==> src/rtl/systolic_pkg.sv <==
// Shared types for the systolic array feeder: element width, buffered vector
// layout and the feeder sequencing states.
package systolic_pkg;

   localparam int DATA_W = 16;

   typedef struct packed {
      logic [DATA_W-1:0] e1;
      logic [DATA_W-1:0] e0;
   } vec2_t;

   typedef enum logic [2:0] {
      IDLE,
      LOAD_W,
      FEED,
      DRAIN,
      FIN
   } feeder_state_t;

endpackage

==> src/rtl/systolic_feeder_if.sv <==
// Handshake, weight and array-facing signal bundle between the feeder and its
// environment; slave is the feeder side, master is the driving side.
interface systolic_feeder_if #(
   parameter int DATA_W = systolic_pkg::DATA_W,
   parameter int CNT_W  = 4
);

   logic              in_valid;
   logic              in_ready;
   logic [DATA_W-1:0] in_data0;
   logic [DATA_W-1:0] in_data1;
   logic              w_load;
   logic [DATA_W-1:0] w11;
   logic [DATA_W-1:0] w12;
   logic [DATA_W-1:0] w21;
   logic [DATA_W-1:0] w22;
   logic              go;
   logic              sys_start;
   logic              sys_load_weights;
   logic [DATA_W-1:0] sys_weight_11;
   logic [DATA_W-1:0] sys_weight_12;
   logic [DATA_W-1:0] sys_weight_21;
   logic [DATA_W-1:0] sys_weight_22;
   logic [DATA_W-1:0] sys_input_11;
   logic [DATA_W-1:0] sys_input_21;
   logic              busy;
   logic              done;
   logic [CNT_W-1:0]  count;

   modport slave (
      input  in_valid, in_data0, in_data1, w_load, w11, w12, w21, w22, go,
      output in_ready, sys_start, sys_load_weights,
             sys_weight_11, sys_weight_12, sys_weight_21, sys_weight_22,
             sys_input_11, sys_input_21, busy, done, count
   );

   modport master (
      output in_valid, in_data0, in_data1, w_load, w11, w12, w21, w22, go,
      input  in_ready, sys_start, sys_load_weights,
             sys_weight_11, sys_weight_12, sys_weight_21, sys_weight_22,
             sys_input_11, sys_input_21, busy, done, count
   );

endinterface

==> src/rtl/feeder_buffer.sv <==
// Vector store for one batch: single write port, two combinational read ports
// (current and previous step) and a synchronous clear.
module feeder_buffer
   import systolic_pkg::*;
#(
   parameter  int DEPTH = 8,
   localparam int CNT_W = $clog2(DEPTH + 1)
) (
   input  logic             clk,
   input  logic             i_clr,
   input  logic             i_wr_en,
   input  logic [CNT_W-1:0] i_wr_ptr,
   input  vec2_t            i_wr_data,
   input  logic [CNT_W-1:0] i_rd_idx0,
   input  logic [CNT_W-1:0] i_rd_idx1,
   output vec2_t            o_rd_data0,
   output vec2_t            o_rd_data1
);

   vec2_t r_mem [DEPTH];

   always_ff @(posedge clk) begin
      for (int i = 0; i < DEPTH; i++) begin
         if (i_clr) begin
            r_mem[i] <= '0;
         end else if (i_wr_en && (i_wr_ptr == CNT_W'(i))) begin
            r_mem[i] <= i_wr_data;
         end
      end
   end

   // Out-of-range indices (step N reads one past the batch) return zero.
   always_comb begin
      o_rd_data0 = '0;
      o_rd_data1 = '0;
      for (int i = 0; i < DEPTH; i++) begin
         if (i_rd_idx0 == CNT_W'(i)) o_rd_data0 = r_mem[i];
         if (i_rd_idx1 == CNT_W'(i)) o_rd_data1 = r_mem[i];
      end
   end

endmodule

==> src/rtl/systolic_feeder.sv <==
// Batch feeder for the 2x2 systolic array: buffers input vectors, latches one
// weight set, then sequences weight load, skewed feed, drain and done.
module systolic_feeder
   import systolic_pkg::*;
#(
   parameter  int DATA_W       = 16,
   parameter  int DEPTH        = 8,
   parameter  int DRAIN_CYCLES = 2,
   localparam int CNT_W        = $clog2(DEPTH + 1),
   localparam int DRN_W        = (DRAIN_CYCLES > 1) ? $clog2(DRAIN_CYCLES) : 1
) (
   input logic               clk,
   input logic               rst,
   systolic_feeder_if.slave  bus
);

   feeder_state_t     r_state;
   feeder_state_t     w_nstate;
   logic [CNT_W-1:0]  r_count;
   logic [CNT_W-1:0]  r_k;
   logic [CNT_W-1:0]  w_nk;
   logic [DRN_W-1:0]  r_d;
   logic [DRN_W-1:0]  w_nd;

   logic [DATA_W-1:0] r_w11, r_w12, r_w21, r_w22;
   logic              r_sys_start;
   logic              r_load_w;
   logic              r_busy;
   logic              r_done;
   logic [DATA_W-1:0] r_in11, r_in21;

   logic              w_idle;
   logic              w_full;
   logic              w_wr_en;
   logic              w_start_ok;
   vec2_t             w_wr_data;
   vec2_t             w_rd0, w_rd1;
   logic [DATA_W-1:0] w_in11, w_in21;

   assign w_idle     = (r_state == IDLE);
   assign w_full     = (r_count == CNT_W'(DEPTH));
   assign w_wr_en    = bus.in_valid && bus.in_ready;
   assign w_start_ok = w_idle && bus.go && (r_count != '0);
   assign w_wr_data  = {bus.in_data1, bus.in_data0};

   // go takes priority over a simultaneous vector, so it masks in_ready.
   assign bus.in_ready = rst && w_idle && !w_full && !bus.go;

   feeder_buffer #(
      .DEPTH (DEPTH)
   ) u_buf (
      .clk        (clk),
      .i_clr      (w_nstate == FIN),
      .i_wr_en    (w_wr_en),
      .i_wr_ptr   (r_count),
      .i_wr_data  (w_wr_data),
      .i_rd_idx0  (w_nk),
      .i_rd_idx1  (w_nk - 1'b1),
      .o_rd_data0 (w_rd0),
      .o_rd_data1 (w_rd1)
   );

   always_comb begin
      w_nstate = r_state;
      w_nk     = r_k;
      w_nd     = r_d;
      unique case (r_state)
         IDLE: begin
            if (w_start_ok) w_nstate = LOAD_W;
         end
         LOAD_W: begin
            w_nstate = FEED;
            w_nk     = '0;
         end
         FEED: begin
            if (r_k == r_count) begin
               if (DRAIN_CYCLES == 0) begin
                  w_nstate = FIN;
               end else begin
                  w_nstate = DRAIN;
                  w_nd     = '0;
               end
            end else begin
               w_nk = r_k + 1'b1;
            end
         end
         DRAIN: begin
            if (r_d == DRN_W'(DRAIN_CYCLES - 1)) w_nstate = FIN;
            else                                 w_nd     = r_d + 1'b1;
         end
         FIN: begin
            w_nstate = IDLE;
         end
         default: begin
            w_nstate = IDLE;
         end
      endcase
   end

   // Outputs are computed from the next state so they line up with the state.
   always_comb begin
      w_in11 = '0;
      w_in21 = '0;
      if (w_nstate == FEED) begin
         if (w_nk < r_count) w_in11 = w_rd0.e0;
         if (w_nk != '0)     w_in21 = w_rd1.e1;
      end
   end

   always_ff @(posedge clk or negedge rst) begin
      if (!rst) begin
         r_state     <= IDLE;
         r_count     <= '0;
         r_k         <= '0;
         r_d         <= '0;
         r_w11       <= '0;
         r_w12       <= '0;
         r_w21       <= '0;
         r_w22       <= '0;
         r_sys_start <= 1'b0;
         r_load_w    <= 1'b0;
         r_busy      <= 1'b0;
         r_done      <= 1'b0;
         r_in11      <= '0;
         r_in21      <= '0;
      end else begin
         r_state <= w_nstate;
         r_k     <= w_nk;
         r_d     <= w_nd;
         if (w_nstate == FIN) r_count <= '0;
         else if (w_wr_en)    r_count <= r_count + 1'b1;
         if (w_idle && bus.w_load) begin
            r_w11 <= bus.w11;
            r_w12 <= bus.w12;
            r_w21 <= bus.w21;
            r_w22 <= bus.w22;
         end
         r_sys_start <= (w_nstate == FEED) || (w_nstate == DRAIN);
         r_load_w    <= (w_nstate == LOAD_W);
         r_busy      <= (w_nstate == LOAD_W) || (w_nstate == FEED) || (w_nstate == DRAIN);
         r_done      <= (w_nstate == FIN);
         r_in11      <= w_in11;
         r_in21      <= w_in21;
      end
   end

   assign bus.sys_start        = r_sys_start;
   assign bus.sys_load_weights = r_load_w;
   assign bus.sys_weight_11    = r_w11;
   assign bus.sys_weight_12    = r_w12;
   assign bus.sys_weight_21    = r_w21;
   assign bus.sys_weight_22    = r_w22;
   assign bus.sys_input_11     = r_in11;
   assign bus.sys_input_21     = r_in21;
   assign bus.busy             = r_busy;
   assign bus.done             = r_done;
   assign bus.count            = r_count;

endmodule

==> src/flat_wrapper.sv <==
// flat-port wrapper written by rule: the top's interface ports become plain ports
module systolic_feeder_flat import systolic_pkg::*;
#(
   parameter  int DATA_W       = 16,
   parameter  int DEPTH        = 8,
   parameter  int DRAIN_CYCLES = 2,
   localparam int CNT_W        = $clog2(DEPTH + 1),
   localparam int DRN_W        = (DRAIN_CYCLES > 1) ? $clog2(DRAIN_CYCLES) : 1
)
  (clk, rst, bus_in_valid, bus_in_data0, bus_in_data1, bus_w_load, bus_w11, bus_w12, bus_w21, bus_w22, bus_go, bus_in_ready, bus_sys_start, bus_sys_load_weights, bus_sys_weight_11, bus_sys_weight_12, bus_sys_weight_21, bus_sys_weight_22, bus_sys_input_11, bus_sys_input_21, bus_busy, bus_done, bus_count);
  systolic_feeder_if #(.DATA_W(DATA_W)) bus_i ();
  input logic clk;
  input logic rst;
  input wire logic [$bits(bus_i.in_valid)-1:0] bus_in_valid;
  input wire logic [$bits(bus_i.in_data0)-1:0] bus_in_data0;
  input wire logic [$bits(bus_i.in_data1)-1:0] bus_in_data1;
  input wire logic [$bits(bus_i.w_load)-1:0] bus_w_load;
  input wire logic [$bits(bus_i.w11)-1:0] bus_w11;
  input wire logic [$bits(bus_i.w12)-1:0] bus_w12;
  input wire logic [$bits(bus_i.w21)-1:0] bus_w21;
  input wire logic [$bits(bus_i.w22)-1:0] bus_w22;
  input wire logic [$bits(bus_i.go)-1:0] bus_go;
  output wire logic [$bits(bus_i.in_ready)-1:0] bus_in_ready;
  output wire logic [$bits(bus_i.sys_start)-1:0] bus_sys_start;
  output wire logic [$bits(bus_i.sys_load_weights)-1:0] bus_sys_load_weights;
  output wire logic [$bits(bus_i.sys_weight_11)-1:0] bus_sys_weight_11;
  output wire logic [$bits(bus_i.sys_weight_12)-1:0] bus_sys_weight_12;
  output wire logic [$bits(bus_i.sys_weight_21)-1:0] bus_sys_weight_21;
  output wire logic [$bits(bus_i.sys_weight_22)-1:0] bus_sys_weight_22;
  output wire logic [$bits(bus_i.sys_input_11)-1:0] bus_sys_input_11;
  output wire logic [$bits(bus_i.sys_input_21)-1:0] bus_sys_input_21;
  output wire logic [$bits(bus_i.busy)-1:0] bus_busy;
  output wire logic [$bits(bus_i.done)-1:0] bus_done;
  output wire logic [$bits(bus_i.count)-1:0] bus_count;
  assign bus_i.in_valid = bus_in_valid;
  assign bus_i.in_data0 = bus_in_data0;
  assign bus_i.in_data1 = bus_in_data1;
  assign bus_i.w_load = bus_w_load;
  assign bus_i.w11 = bus_w11;
  assign bus_i.w12 = bus_w12;
  assign bus_i.w21 = bus_w21;
  assign bus_i.w22 = bus_w22;
  assign bus_i.go = bus_go;
  assign bus_in_ready = bus_i.in_ready;
  assign bus_sys_start = bus_i.sys_start;
  assign bus_sys_load_weights = bus_i.sys_load_weights;
  assign bus_sys_weight_11 = bus_i.sys_weight_11;
  assign bus_sys_weight_12 = bus_i.sys_weight_12;
  assign bus_sys_weight_21 = bus_i.sys_weight_21;
  assign bus_sys_weight_22 = bus_i.sys_weight_22;
  assign bus_sys_input_11 = bus_i.sys_input_11;
  assign bus_sys_input_21 = bus_i.sys_input_21;
  assign bus_busy = bus_i.busy;
  assign bus_done = bus_i.done;
  assign bus_count = bus_i.count;
  systolic_feeder #(.DATA_W(DATA_W), .DEPTH(DEPTH), .DRAIN_CYCLES(DRAIN_CYCLES)) u_core (.clk(clk), .rst(rst), .bus(bus_i));
endmodule
==> config.mk <==
export PLATFORM = sky130hd
export DESIGN_NAME = systolic_feeder_flat
export DESIGN_NICKNAME = d
export VERILOG_FILES = /design/src/rtl/systolic_pkg.sv /design/src/rtl/systolic_feeder_if.sv /design/src/rtl/feeder_buffer.sv /design/src/rtl/systolic_feeder.sv /design/src/flat_wrapper.sv
export SDC_FILE = /design/constraint.sdc
export NUM_CORES = 1
export LEC_CHECK = 0
export BUFFER_PORTS_ARGS = -buffer_cell sky130_fd_sc_hd__buf_2
export CELL_PAD_IN_SITES_DETAIL_PLACEMENT = 0
export CELL_PAD_IN_SITES_GLOBAL_PLACEMENT = 1
export CORE_UTILIZATION = 47
export DETAILED_ROUTE_END_ITERATION = 7
export GPL_ROUTABILITY_DRIVEN = 0
export PLACE_DENSITY_LB_ADDON = 0.1
export SYNTH_ARGS = -nofsm -noshare
export SYNTH_HDL_FRONTEND = slang
export SYNTH_SLANG_ARGS = --single-unit
==> constraint.sdc <==
create_clock -name clk -period 4.6 [get_ports clk]
set_clock_uncertainty 0.2 [all_clocks]
set_input_delay 0.92 -clock clk [delete_from_list [all_inputs] [get_ports clk]]
set_output_delay 0.92 -clock clk [all_outputs]
set_load 0.01 [all_outputs]
Word-level counts from Yosys, hierarchy flattened --
Memories as Yosys holds them, arrays and structs flattened. Index checks and enable logic that the tools add are counted.
Storage, ports and cells: memories 1, output and inout bits 105, register bits 112, RAM bits 256
Memories:
- u_core.u_buf.r_mem | words 8, bits a word 32, rd ports 8, clocked after Yosys merged registers in 0, wr ports 8, line feeder_buffer.sv:20 | vec2_t r_mem [DEPTH];
Operators by class: reductions and logical operators 29, bitwise gates (word level) 8, magnitude comparators 1, add/subtract/negate cells 4, equality and inequality tests 31, mux-type cells 65
Operators with widths (number):
- $mux W32 | 16
- $mux W16 | 12
- $eq A4 B3 Y1 const B | 12
- $mux W1 | 28
- $eq A4 B2 Y1 const B | 6
- $logic_and A1 B1 Y1 | 15
- $eq A3 B2 Y1 const B | 4
- $eq A4 B1 Y1 const B | 3
- $logic_not A4 Y1 | 3
- $mux W4 | 3
- $pmux W3 S4 | 1
- $mux W3 | 3
- $add A4 B1 Y4 const B | 2
- $or A1 B1 Y1 | 8
- $pmux W4 S2 | 1
- $reduce_bool A4 Y1 | 2
- $eq A3 B1 Y1 const B | 2
- $eq A4 B4 Y1 | 1
- $eq A4 B4 Y1 const B | 1
- $lt A4 B4 Y1 | 1
- $reduce_bool A2 Y1 | 2
- $sub A4 B1 Y4 const B | 1
- $eq A3 B3 Y1 const B | 1
- $logic_not A3 Y1 | 1
- other kinds (6) | 9

Longest topological paths before layout --
Gate-level depths: netlist (run 1).
depth in word-level cells 15, depth in mapped cells 15, depth with buffers taken out 14

Hierarchy --
A second synthesis (run 1) with hierarchy kept.
Unflattened totals: cell total of the unflattened synthesis 1597, area total of the unflattened synthesis 18580.3 um^2
Modules (own cells, without submodules):
- feeder_buffer | cells an instance 1276, area an instance 14133.6 um^2, instances 1
- systolic_feeder | cells an instance 321, area an instance 4446.8 um^2, instances 1

Worst setup path before layout (run 1) --
Ideal clock, no wire load.
kind input -> register, from in bus_go, to mem u_core.u_buf.r_mem[0][100] (netlist name) (enable), path buffers 1, stages 6, data arrival time 2.895 ns, slack 1.117 ns, cell sequence nand3b_1 a31oi_1 nand2_1 nor3_1 clkbuf_1 a21o_1
RTL lines:
- from (decl) | line flat_wrapper.sv:22 | input wire logic [$bits(bus_i.go)-1:0] bus_go;
- to (decl) | line feeder_buffer.sv:20

Worst setup path in the final report (run 1) --
from reg u_core.r_k[0], to reg u_core.r_in11[1] (netlist: u_core.bus.sys_input_11[1])
Between the ends: cells in the longest elaborated chain, start to end 14, elaborated cells between the ends (all ways) 26, those cells by class add/sub (1); order compare (1); eq/ne (9); mux (14); reduce/logical (1)
RTL lines:
- from (decl) | line systolic_feeder.sv:20 | logic [CNT_W-1:0] r_k;
- from (signal assigned) | line systolic_feeder.sv:128 | r_k <= w_nk;
- $add A4 B1 Y4 or $eq A4 B4 Y1 (tied branches) | line systolic_feeder.sv:84, systolic_feeder.sv:76
- $mux W4 (*) | line systolic_feeder.sv:76 | if (r_k == r_count) begin
- $pmux W4 S2 (*) | line systolic_feeder.sv:67 | unique case (r_state)
- via u_core.u_buf.i_rd_idx0[3] | line feeder_buffer.sv:14 | input logic [CNT_W-1:0] i_rd_idx0,
- $logic_not A4 Y1 | line feeder_buffer.sv:37 | if (i_rd_idx0 == CNT_W'(i)) o_rd_data0 = r_mem[i];
- $mux W16 (8 in a row) | line feeder_buffer.sv:37
- $mux W16 (*) | line systolic_feeder.sv:105 | if (w_nk < r_count) w_in11 = w_rd0.e0;
- $mux W16 (*) | line systolic_feeder.sv:104 | if (w_nstate == FEED) begin
- via u_core.w_in11[1] | line systolic_feeder.sv:38 | logic [DATA_W-1:0] w_in11, w_in21;
- to (signal assigned) | line systolic_feeder.sv:142 | r_in11 <= w_in11;
- to (decl) | line systolic_feeder.sv:30 | logic [DATA_W-1:0] r_in11, r_in21;
Mark *: on every way through the listed nets, which the timed path passes. The rest lies on a longest branch. A chain may end at the register's enable or synchronous reset.

==> metrics.csv, run 1 <==
stage,metric,value,unit
pwr,VDD IR-drop max,0.387,mV
critical_path,Worst Setup End Kind,flip-flop,
clock_network,clock tree root buffer cell,sky130_fd_sc_hd__clkbuf_16,
layout,"Net count, final",1513,
synthesis,part of the Yosys area used for sequential elements,0.657,
synthesis,cells after synthesis,1218,
synthesis,Yosys Warn Count,0,
synthesis,synthesized netlist net count,1327,
floorplan,initial cell density of the core,0.476,
sta,post-layout min period,4.06,ns
sta,worst-margin pin slew,0.854,ns
pwr,share of total power consumed by net switching,0.389,
clock_network,PostCTS Resize Cnt,0,
sta,setup repair after global routing missed its margin,no,
routing,number of vias per cell,5.84,
clock_network,total clock buffers created by CTS,41,
synthesis,netlist area before placement,0.0160,sq mm
layout,finished layout cell area,0.0188,sq mm
clock_network,H-tree Lvls,2,
routing,vias after detailed routing,11000,
critical_path,cells along the critical path,xnor2_1 > and4_1 > nor4b_2 > nor2_4 > inv_4 > ha_1 > nor3_1 > o211ai_1 > a311oi_1 > nor3_2 > nor2_1 > o221ai_1 > o31ai_1,
status,status,"finished, final reports clean",
floorplan,num ports,206,
sta,post-route fraction of the period consumed by the critical path,0.883,
global_routing,number of global-route vias before repair,10800,
synthesis,post-synthesis register bit count,368,
layout,fraction of layout cells with a size suffix above 1,0.283,
clock_network,CTS tree,built,
hold_path,path type of the worst min-delay path,reg -> reg,
critical_path,library cell contributing the largest single delay on the critical path,sky130_fd_sc_hd__dfrtp_1,
layout,"Area growth, synth to finish",17.7,%
synthesis,number of different library cells in the post-synthesis netlist,63,
synthesis,"area leader, netlist",sky130_fd_sc_hd__edfxtp_1,
critical_path,nature of the critical path startpoint,flip-flop,
sta,relative max-transition margin,0.431,
synthesis,proportion of synthesized flip-flops having asynchronous set or reset,0.304,
pwr,Clock power frac,0.229,
global_routing,pin count of the biggest net entering global routing,113,
clock_network,source-to-sink clock delay at the later pin of the worst-skew pair,0.53,ns
placed_design,post-detailed-placement half-perimeter wirelength,24600,um
clock_network,sink count of the clock tree,368,
pwr,internal power of the cells,8.35,mW
synthesis,main flop type after synthesis,sky130_fd_sc_hd__edfxtp_1,
global_routing,number of antenna violations at the first check in global routing,2,
synthesis,number of enable flip-flop cells after synthesis,256,
critical_path,crit-path max cell delay,0.61,ns
pwr,part of the power in registers,0.341,
sta,final hold violation count,0,
pwr,Sw Pwr,5.32,mW
floorplan,height of the die,186,um
routing,total routed wirelength,43500,um
sta,achievable frequency,246,MHz
routing,wire length per cell after detailed routing,23.1,um
global_routing,gr usage total,0.250,
clock_network,number of buffers added for setup after CTS,0,
synthesis,post-synthesis area per instance,13.1,sq um
pwr,total power consumption of the routed design,13.7,mW
critical_path,Reg2Reg Setup Slack,0.54,ns
floorplan,standard cell core area,0.0335,sq mm
synthesis,largest cells by area after synthesis,"sky130_fd_sc_hd__edfxtp_1 (48%), sky130_fd_sc_hd__dfrtp_1 (18%), sky130_fd_sc_hd__and3_1 (11%)",
pwr,combinational share of power,0.430,
critical_path,data required time at the worst endpoint,4.82,ns
placed_design,Buffers on Ports,205,
placed_design,post-detailed-placement cell area,0.0175,sq mm
floorplan,horizontal die dimension,186,um
flow_run,max-capacitance violation count,0,
routing,number of nets still failing antenna checks after routing,0,
clock_network,CTS Buffer Depth,3,
sta,sum of negative setup slack,0,ns
clock_network,Post-CTS Hold Fix Bufs,0,
routing,drt first-iter violations,807,
global_routing,global-route wire length before repair,66500,um
global_routing,total gr overflow,0,
sta,final setup vio count,0,
routing,first-pass iteration count of the detailed router,4,
critical_path,CP Max Fanout,17,
synthesis,share of Yosys cell area claimed by the top area cell type,0.481,
pwr,static power due to leakage,8.38,nW
pwr,power density cells,726,mW/mm^2
floorplan,Die Area,0.0347,sq mm
routing,residual DRC count,0,
clock_network,clock-pin slew on the worst setup and hold paths,0.06,ns
critical_path,worst setup path category,reg -> reg,
floorplan,placement row count,67,
critical_path,critical path arrival,4.28,ns
sta,Max Slew Vio Count,0,
-- worst max-delay path, delay by kind of cell, from the launching register on --
family	cells	cell delay [ns]
AOI/OAI and AO/OA	4	0.83
xor gates and xnor gates	1	0.19
adders and majority gates	1	0.25
buffers and inverters	1	0.12
DFF	1	0.61
and+or+nand+nor	6	1.75
-- layer usage --
layer / wire [um] / up-vias / GRT usage
li1: - / 5003 / -
met1: 19800 / 5481 / 0.365
met2: 19700 / 454 / 0.388
met3: 3120 / 59 / 0.0425
met4: 869 / 2 / 0.0658
met5: 8 / - / 0
-- final cells by class --
cell class / instances / area [sq um]
tap: 448 / 561
antenna: 1 / 2.50
multi-input combinational: 729 / 5030
inverter: 14 / 55.1
clock buffer: 61 / 1160
timing repair buffer: 250 / 1390
clock inverter: 14 / 119
fill: 2820 / 14700
sequential: 368 / 10500
-- placed cells by master, fill, tap and decap left out, types with 5 or more instances in the layout --
cell and n:
sky130_fd_sc_hd__a21o_1 21, sky130_fd_sc_hd__a21oi_1 52, sky130_fd_sc_hd__a22o_1 13, sky130_fd_sc_hd__a22oi_1 17, sky130_fd_sc_hd__a2bb2oi_1 10, sky130_fd_sc_hd__a31oi_1 15
sky130_fd_sc_hd__and3_1 275, sky130_fd_sc_hd__buf_2 204, sky130_fd_sc_hd__buf_4 44, sky130_fd_sc_hd__clkbuf_1 16, sky130_fd_sc_hd__clkbuf_16 43, sky130_fd_sc_hd__clkinv_1 5
sky130_fd_sc_hd__clkinv_2 5, sky130_fd_sc_hd__dfrtp_1 112, sky130_fd_sc_hd__edfxtp_1 256, sky130_fd_sc_hd__inv_1 12, sky130_fd_sc_hd__mux2_2 76, sky130_fd_sc_hd__nand2_1 64
sky130_fd_sc_hd__nand3_1 21, sky130_fd_sc_hd__nor2_1 27, sky130_fd_sc_hd__nor3_1 12, sky130_fd_sc_hd__nor4_1 6, sky130_fd_sc_hd__o21ai_0 8, sky130_fd_sc_hd__o221ai_1 19
sky130_fd_sc_hd__o31ai_1 6, sky130_fd_sc_hd__o41ai_1 10, sky130_fd_sc_hd__xnor2_1 10
-- worst paths after layout --
check	startpoint	end	depth (start not counted)
setup / recovery	u_core.r_k[0]	u_core.bus.sys_input_11[1]	13
hold / removal	u_core.u_buf.r_mem[1][123]	u_core.bus.sys_input_21[11]	1
setup reg to reg	u_core.r_k[0]	u_core.bus.sys_input_11[1]	13
hold reg to reg	u_core.u_buf.r_mem[1][123]	u_core.bus.sys_input_21[11]	1
max in group asynchronous	rst	u_core.bus.sys_input_11[10]	2
min in group asynchronous	rst	u_core.bus.sys_start	2
-- flip-flops by register name, summed over array words and instances (netlist names) --
register / flops
u_core.bus.sys_input_21: 16
u_core.u_buf.r_mem: 256
u_core.bus.sys_weight_12: 16
u_core.bus.busy: 1
u_core.bus.sys_weight_22: 16
u_core.bus.sys_input_11: 16
u_core.r_state: 3
u_core.r_d: 1
u_core.bus.done: 1
u_core.bus.count: 4
u_core.bus.sys_weight_11: 16
u_core.bus.sys_load_weights: 1
u_core.bus.sys_weight_21: 16
u_core.r_k: 4
u_core.bus.sys_start: 1
-- power groups by stage --
| stage | Sequential (mW) | Combinational (mW) | Clock [mW] |
|---|---|---|---|
| 3_5_place_dp | 4.73 | 5.86 | 0 |
| 3_3_place_gp | 4.71 | 5.80 | 0 |
| 4_1_cts | 4.66 | 5.88 | 3.19 |
| 5_1_grt | 4.75 | 6.34 | 3.32 |
| 6_report | 4.66 | 5.88 | 3.13 |
| 2_1_floorplan | 4.84 | 3.52 | 0 |
-- synth_stat cells, types with 3 or more instances --
cell type	count
sky130_fd_sc_hd__and3_1	275
sky130_fd_sc_hd__edfxtp_1	256
sky130_fd_sc_hd__dfrtp_1	112
sky130_fd_sc_hd__clkbuf_1	80
sky130_fd_sc_hd__mux2_2	76
sky130_fd_sc_hd__nand2_1	64
sky130_fd_sc_hd__a21oi_1	52
sky130_fd_sc_hd__nor2_1	27
sky130_fd_sc_hd__a21o_1	21
sky130_fd_sc_hd__nand3_1	21
sky130_fd_sc_hd__o221ai_1	19
sky130_fd_sc_hd__a22oi_1	17
sky130_fd_sc_hd__buf_2	17
sky130_fd_sc_hd__a31oi_1	15
sky130_fd_sc_hd__nor3_1	15
sky130_fd_sc_hd__a22o_1	13
sky130_fd_sc_hd__inv_1	12
sky130_fd_sc_hd__a2bb2oi_1	10
sky130_fd_sc_hd__o41ai_1	10
sky130_fd_sc_hd__xnor2_1	10
sky130_fd_sc_hd__ha_1	8
sky130_fd_sc_hd__o21ai_0	8
sky130_fd_sc_hd__nor4_1	6
sky130_fd_sc_hd__o31ai_1	6
sky130_fd_sc_hd__and2_1	5
sky130_fd_sc_hd__buf_4	4
sky130_fd_sc_hd__o211ai_1	4
sky130_fd_sc_hd__and4_1	3
sky130_fd_sc_hd__buf_6	3
sky130_fd_sc_hd__o22ai_1	3
-- per-stage QoR --
stage	worst slack [ns]	util	hold slack, ns	instances
CTS	0.599	0.561	0.247	1884
global placement	0.747	0.523	0.232	1809
floorplan	1.12	-	0.224	1218
global route	0.282	0.561	0.267	1885
detailed placement	0.662	0.523	0.234	1809
finish	0.537	0.561	0.244	1885
-- cells by family (layout without fill, tap and decap cells) --
family | Yosys count | count (layout) | share of synthesized area
buf+inv | 121 | 339 | 0.0323
mux | 76 | 76 | 0.0536
other cells | 0 | 1 | 0
simple gates | 439 | 439 | 0.159
xor+xnor | 10 | 10 | 0.00548
compound gates | 196 | 196 | 0.0872
fa+ha+maj | 8 | 8 | 0.00626
flops | 368 | 368 | 0.657
No activity file was read; power rests on OpenSTA's default activity.
==> run 2, diff against run 1 <==
--- a/config.mk
+++ b/config.mk
@@ -8,7 +8,9 @@
 export BUFFER_PORTS_ARGS = -buffer_cell sky130_fd_sc_hd__buf_2
 export CELL_PAD_IN_SITES_DETAIL_PLACEMENT = 0
 export CELL_PAD_IN_SITES_GLOBAL_PLACEMENT = 1
+export CORE_MARGIN = 3
 export CORE_UTILIZATION = 47
+export CTS_BUF_LIST = sky130_fd_sc_hd__clkbuf_16
 export DETAILED_ROUTE_END_ITERATION = 7
 export GPL_ROUTABILITY_DRIVEN = 0
 export PLACE_DENSITY_LB_ADDON = 0.1
==> run 2 against run 1 <==
Compared with the run above: sequential share of layout area is 0.22 points higher; power decreased by 1.2%; clock power shrank 4%; setup slack worse by 0.14 ns; clock-buffer cell count is 20 lower; utilization is 0.62 points higher; hold slack gained 0.0057 ns; maximum frequency down 3.4%; critical endpoint is now u_core.bus.sys_input_11[5]; highest routed layer is now met4.
==> metrics.csv, run 2 (synthesis results as in run 1) <==
stage,metric,value,unit
floorplan,height of the die,190,um
floorplan,Die Area,0.0362,sq mm
clock_network,source-to-sink clock delay at the later pin of the worst-skew pair,0.54,ns
clock_network,number of buffers added for setup after CTS,0,
pwr,internal power of the cells,8.20,mW
routing,residual DRC count,0,
critical_path,worst setup path category,reg -> reg,
critical_path,cells along the critical path,nor3b_2 > a31oi_1 > nor2_4 > inv_4 > ha_1 > nor3_1 > o211ai_1 > a311oi_1 > nor3_4 > nor2_1 > o221ai_1 > o31ai_1,
routing,total routed wirelength,44400,um
layout,"Most flops, register",u_core.u_buf.r_mem,
floorplan,initial cell density of the core,0.484,
layout,"Net count, final",1509,
pwr,VDD IR-drop max,0.646,mV
clock_network,clock tree root buffer cell,sky130_fd_sc_hd__clkbuf_16,
pwr,share of total power consumed by net switching,0.393,
clock_network,sink count of the clock tree,368,
critical_path,CP Max Fanout,17,
critical_path,Critical Path Start,u_core.r_state[1],
pwr,static power due to leakage,8.39,nW
layout,"Area growth, synth to finish",17.3,%
clock_network,CTS Buffer Depth,3,
global_routing,gr usage total,0.240,
critical_path,Worst Setup End Kind,flip-flop,
critical_path,Buf/Inv on CP,1,
status,status,"finished, final reports clean",
sta,final setup vio count,0,
placed_design,post-detailed-placement half-perimeter wirelength,26100,um
pwr,Sw Pwr,5.31,mW
routing,number of nets still failing antenna checks after routing,0,
clock_network,clock-pin slew on the worst setup and hold paths,0.06,ns
global_routing,number of antenna violations at the first check in global routing,0,
sta,setup repair after global routing missed its margin,no,
global_routing,total gr overflow,0,
routing,drt first-iter violations,864,
floorplan,horizontal die dimension,190,um
sta,Max Slew Vio Count,0,
critical_path,data required time at the worst endpoint,4.84,ns
hold_path,path type of the worst min-delay path,reg -> reg,
clock_network,H-tree Lvls,2,
sta,post-route fraction of the period consumed by the critical path,0.914,
pwr,Clock power frac,0.223,
sta,relative max-transition margin,0.147,
routing,wire length per cell after detailed routing,23.7,um
global_routing,global-route wire length before repair,66800,um
critical_path,worst reg2reg path startpoint,u_core.r_state[1],
layout,fraction of layout cells with a size suffix above 1,0.282,
hold_path,hold wc startpoint,u_core.u_buf.r_mem[1][122],
layout,count of inserted antenna diode cells,0,
critical_path,critical path arrival,4.44,ns
clock_network,Post-CTS Hold Fix Bufs,0,
placed_design,Buffers on Ports,205,
clock_network,CTS tree,built,
sta,worst-margin pin slew,1.28,ns
flow_run,max-capacitance violation count,0,
floorplan,placement row count,66,
critical_path,Reg2Reg Setup Slack,0.39,ns
global_routing,number of global-route vias before repair,10900,
critical_path,nature of the critical path startpoint,flip-flop,
routing,number of vias per cell,5.92,
layout,"most common cell after layout, fill and taps aside",sky130_fd_sc_hd__and3_1,
critical_path,"CP delay by family, top",simple AND/OR/NAND/NOR gates,
sta,sum of negative setup slack,0,ns
global_routing,pin count of the biggest net entering global routing,132,
pwr,total power consumption of the routed design,13.5,mW
routing,vias after detailed routing,11100,
layout,number of flip-flops in the largest register,256,
sta,post-layout min period,4.21,ns
pwr,part of the power in registers,0.347,
pwr,power density cells,721,mW/mm^2
routing,first-pass iteration count of the detailed router,5,
clock_network,total clock buffers created by CTS,40,
pwr,combinational share of power,0.431,
floorplan,num ports,206,
critical_path,library cell contributing the largest single delay on the critical path,sky130_fd_sc_hd__dfrtp_1,
critical_path,crit-path max cell delay,0.58,ns
floorplan,standard cell core area,0.0330,sq mm
sta,final hold violation count,0,
sta,achievable frequency,238,MHz
layout,"commonest cells after routing, fill and taps aside","sky130_fd_sc_hd__and3_1 (275), sky130_fd_sc_hd__edfxtp_1 (256), sky130_fd_sc_hd__buf_2 (204), sky130_fd_sc_hd__dfrtp_1 (112), sky130_fd_sc_hd__mux2_2 (76)",
[run 2: metrics by stage]
stage | utilization | instances | setup WS (ns) | cell area (sq um) | hold slack, ns
2_1_floorplan | - | 1218 | 1.12 | 16000 | 0.224
3_3_place_gp | 0.530 | 1800 | 0.530 | 17500 | 0.233
3_5_place_dp | 0.530 | 1800 | 0.431 | 17500 | 0.234
4_1_cts | 0.567 | 1873 | 0.421 | 18700 | 0.250
5_1_grt | 0.567 | 1873 | 0.105 | 18700 | 0.265
6_report | 0.567 | 1873 | 0.395 | 18700 | 0.250
[run 2: final timing paths]
check / endpoint / cells after the start
min: u_core.bus.sys_input_21[10] / 1
max: u_core.bus.sys_input_11[5] / 12
min in group asynchronous: u_core.bus.sys_weight_22[6] / 2
max reg2reg: u_core.bus.sys_input_11[5] / 12
max in group asynchronous: u_core.bus.sys_input_11[7] / 3
min reg2reg: u_core.bus.sys_input_21[10] / 1
[run 2: cell type report]
class,count,area [sq um]
clock inverters,32,195
repair buffers,247,1380
clock buffers,41,1030
well taps,442,553
fillers,2751,14300
inverters,14,55.1
flip-flops and latches,368,10500
multi-input cells,729,5030
[run 2: layer usage]
metal / up-vias / track usage / routed length (um)
met5: - / 0 / 0
met4: 0 / 0.0598 / 836
met3: 73 / 0.0412 / 3880
met2: 516 / 0.365 / 19600
met1: 5509 / 0.361 / 20100
li1: 4998 / - / -
[run 2: worst register-to-register path, stage by stage, from the launching register on]
cell and delay (ns):
sky130_fd_sc_hd__dfrtp_1 0.58, sky130_fd_sc_hd__nor3b_2 0.56, sky130_fd_sc_hd__a31oi_1 0.31, sky130_fd_sc_hd__nor2_4 0.57
sky130_fd_sc_hd__inv_4 0.13, sky130_fd_sc_hd__ha_1 0.26, sky130_fd_sc_hd__nor3_1 0.19, sky130_fd_sc_hd__o211ai_1 0.11
sky130_fd_sc_hd__a311oi_1 0.38, sky130_fd_sc_hd__nor3_4 0.19, sky130_fd_sc_hd__nor2_1 0.25, sky130_fd_sc_hd__o221ai_1 0.15
sky130_fd_sc_hd__o31ai_1 0.26
[run 2: repair_timing]
item	CTS	global route
setup endpoints to repair	0	4
resized for setup	0	1
endpoints found under the hold margin	0	0
[run 2: power groups by stage]
stage / registers [mW] / clock network (mW) / logic [mW]
3_3_place_gp: 4.71 / 0 / 5.75
2_1_floorplan: 4.84 / 0 / 3.52
6_report: 4.68 / 3.01 / 5.82
3_5_place_dp: 4.74 / 0 / 5.78
5_1_grt: 4.75 / 3.19 / 6.30
4_1_cts: 4.68 / 3.06 / 5.79
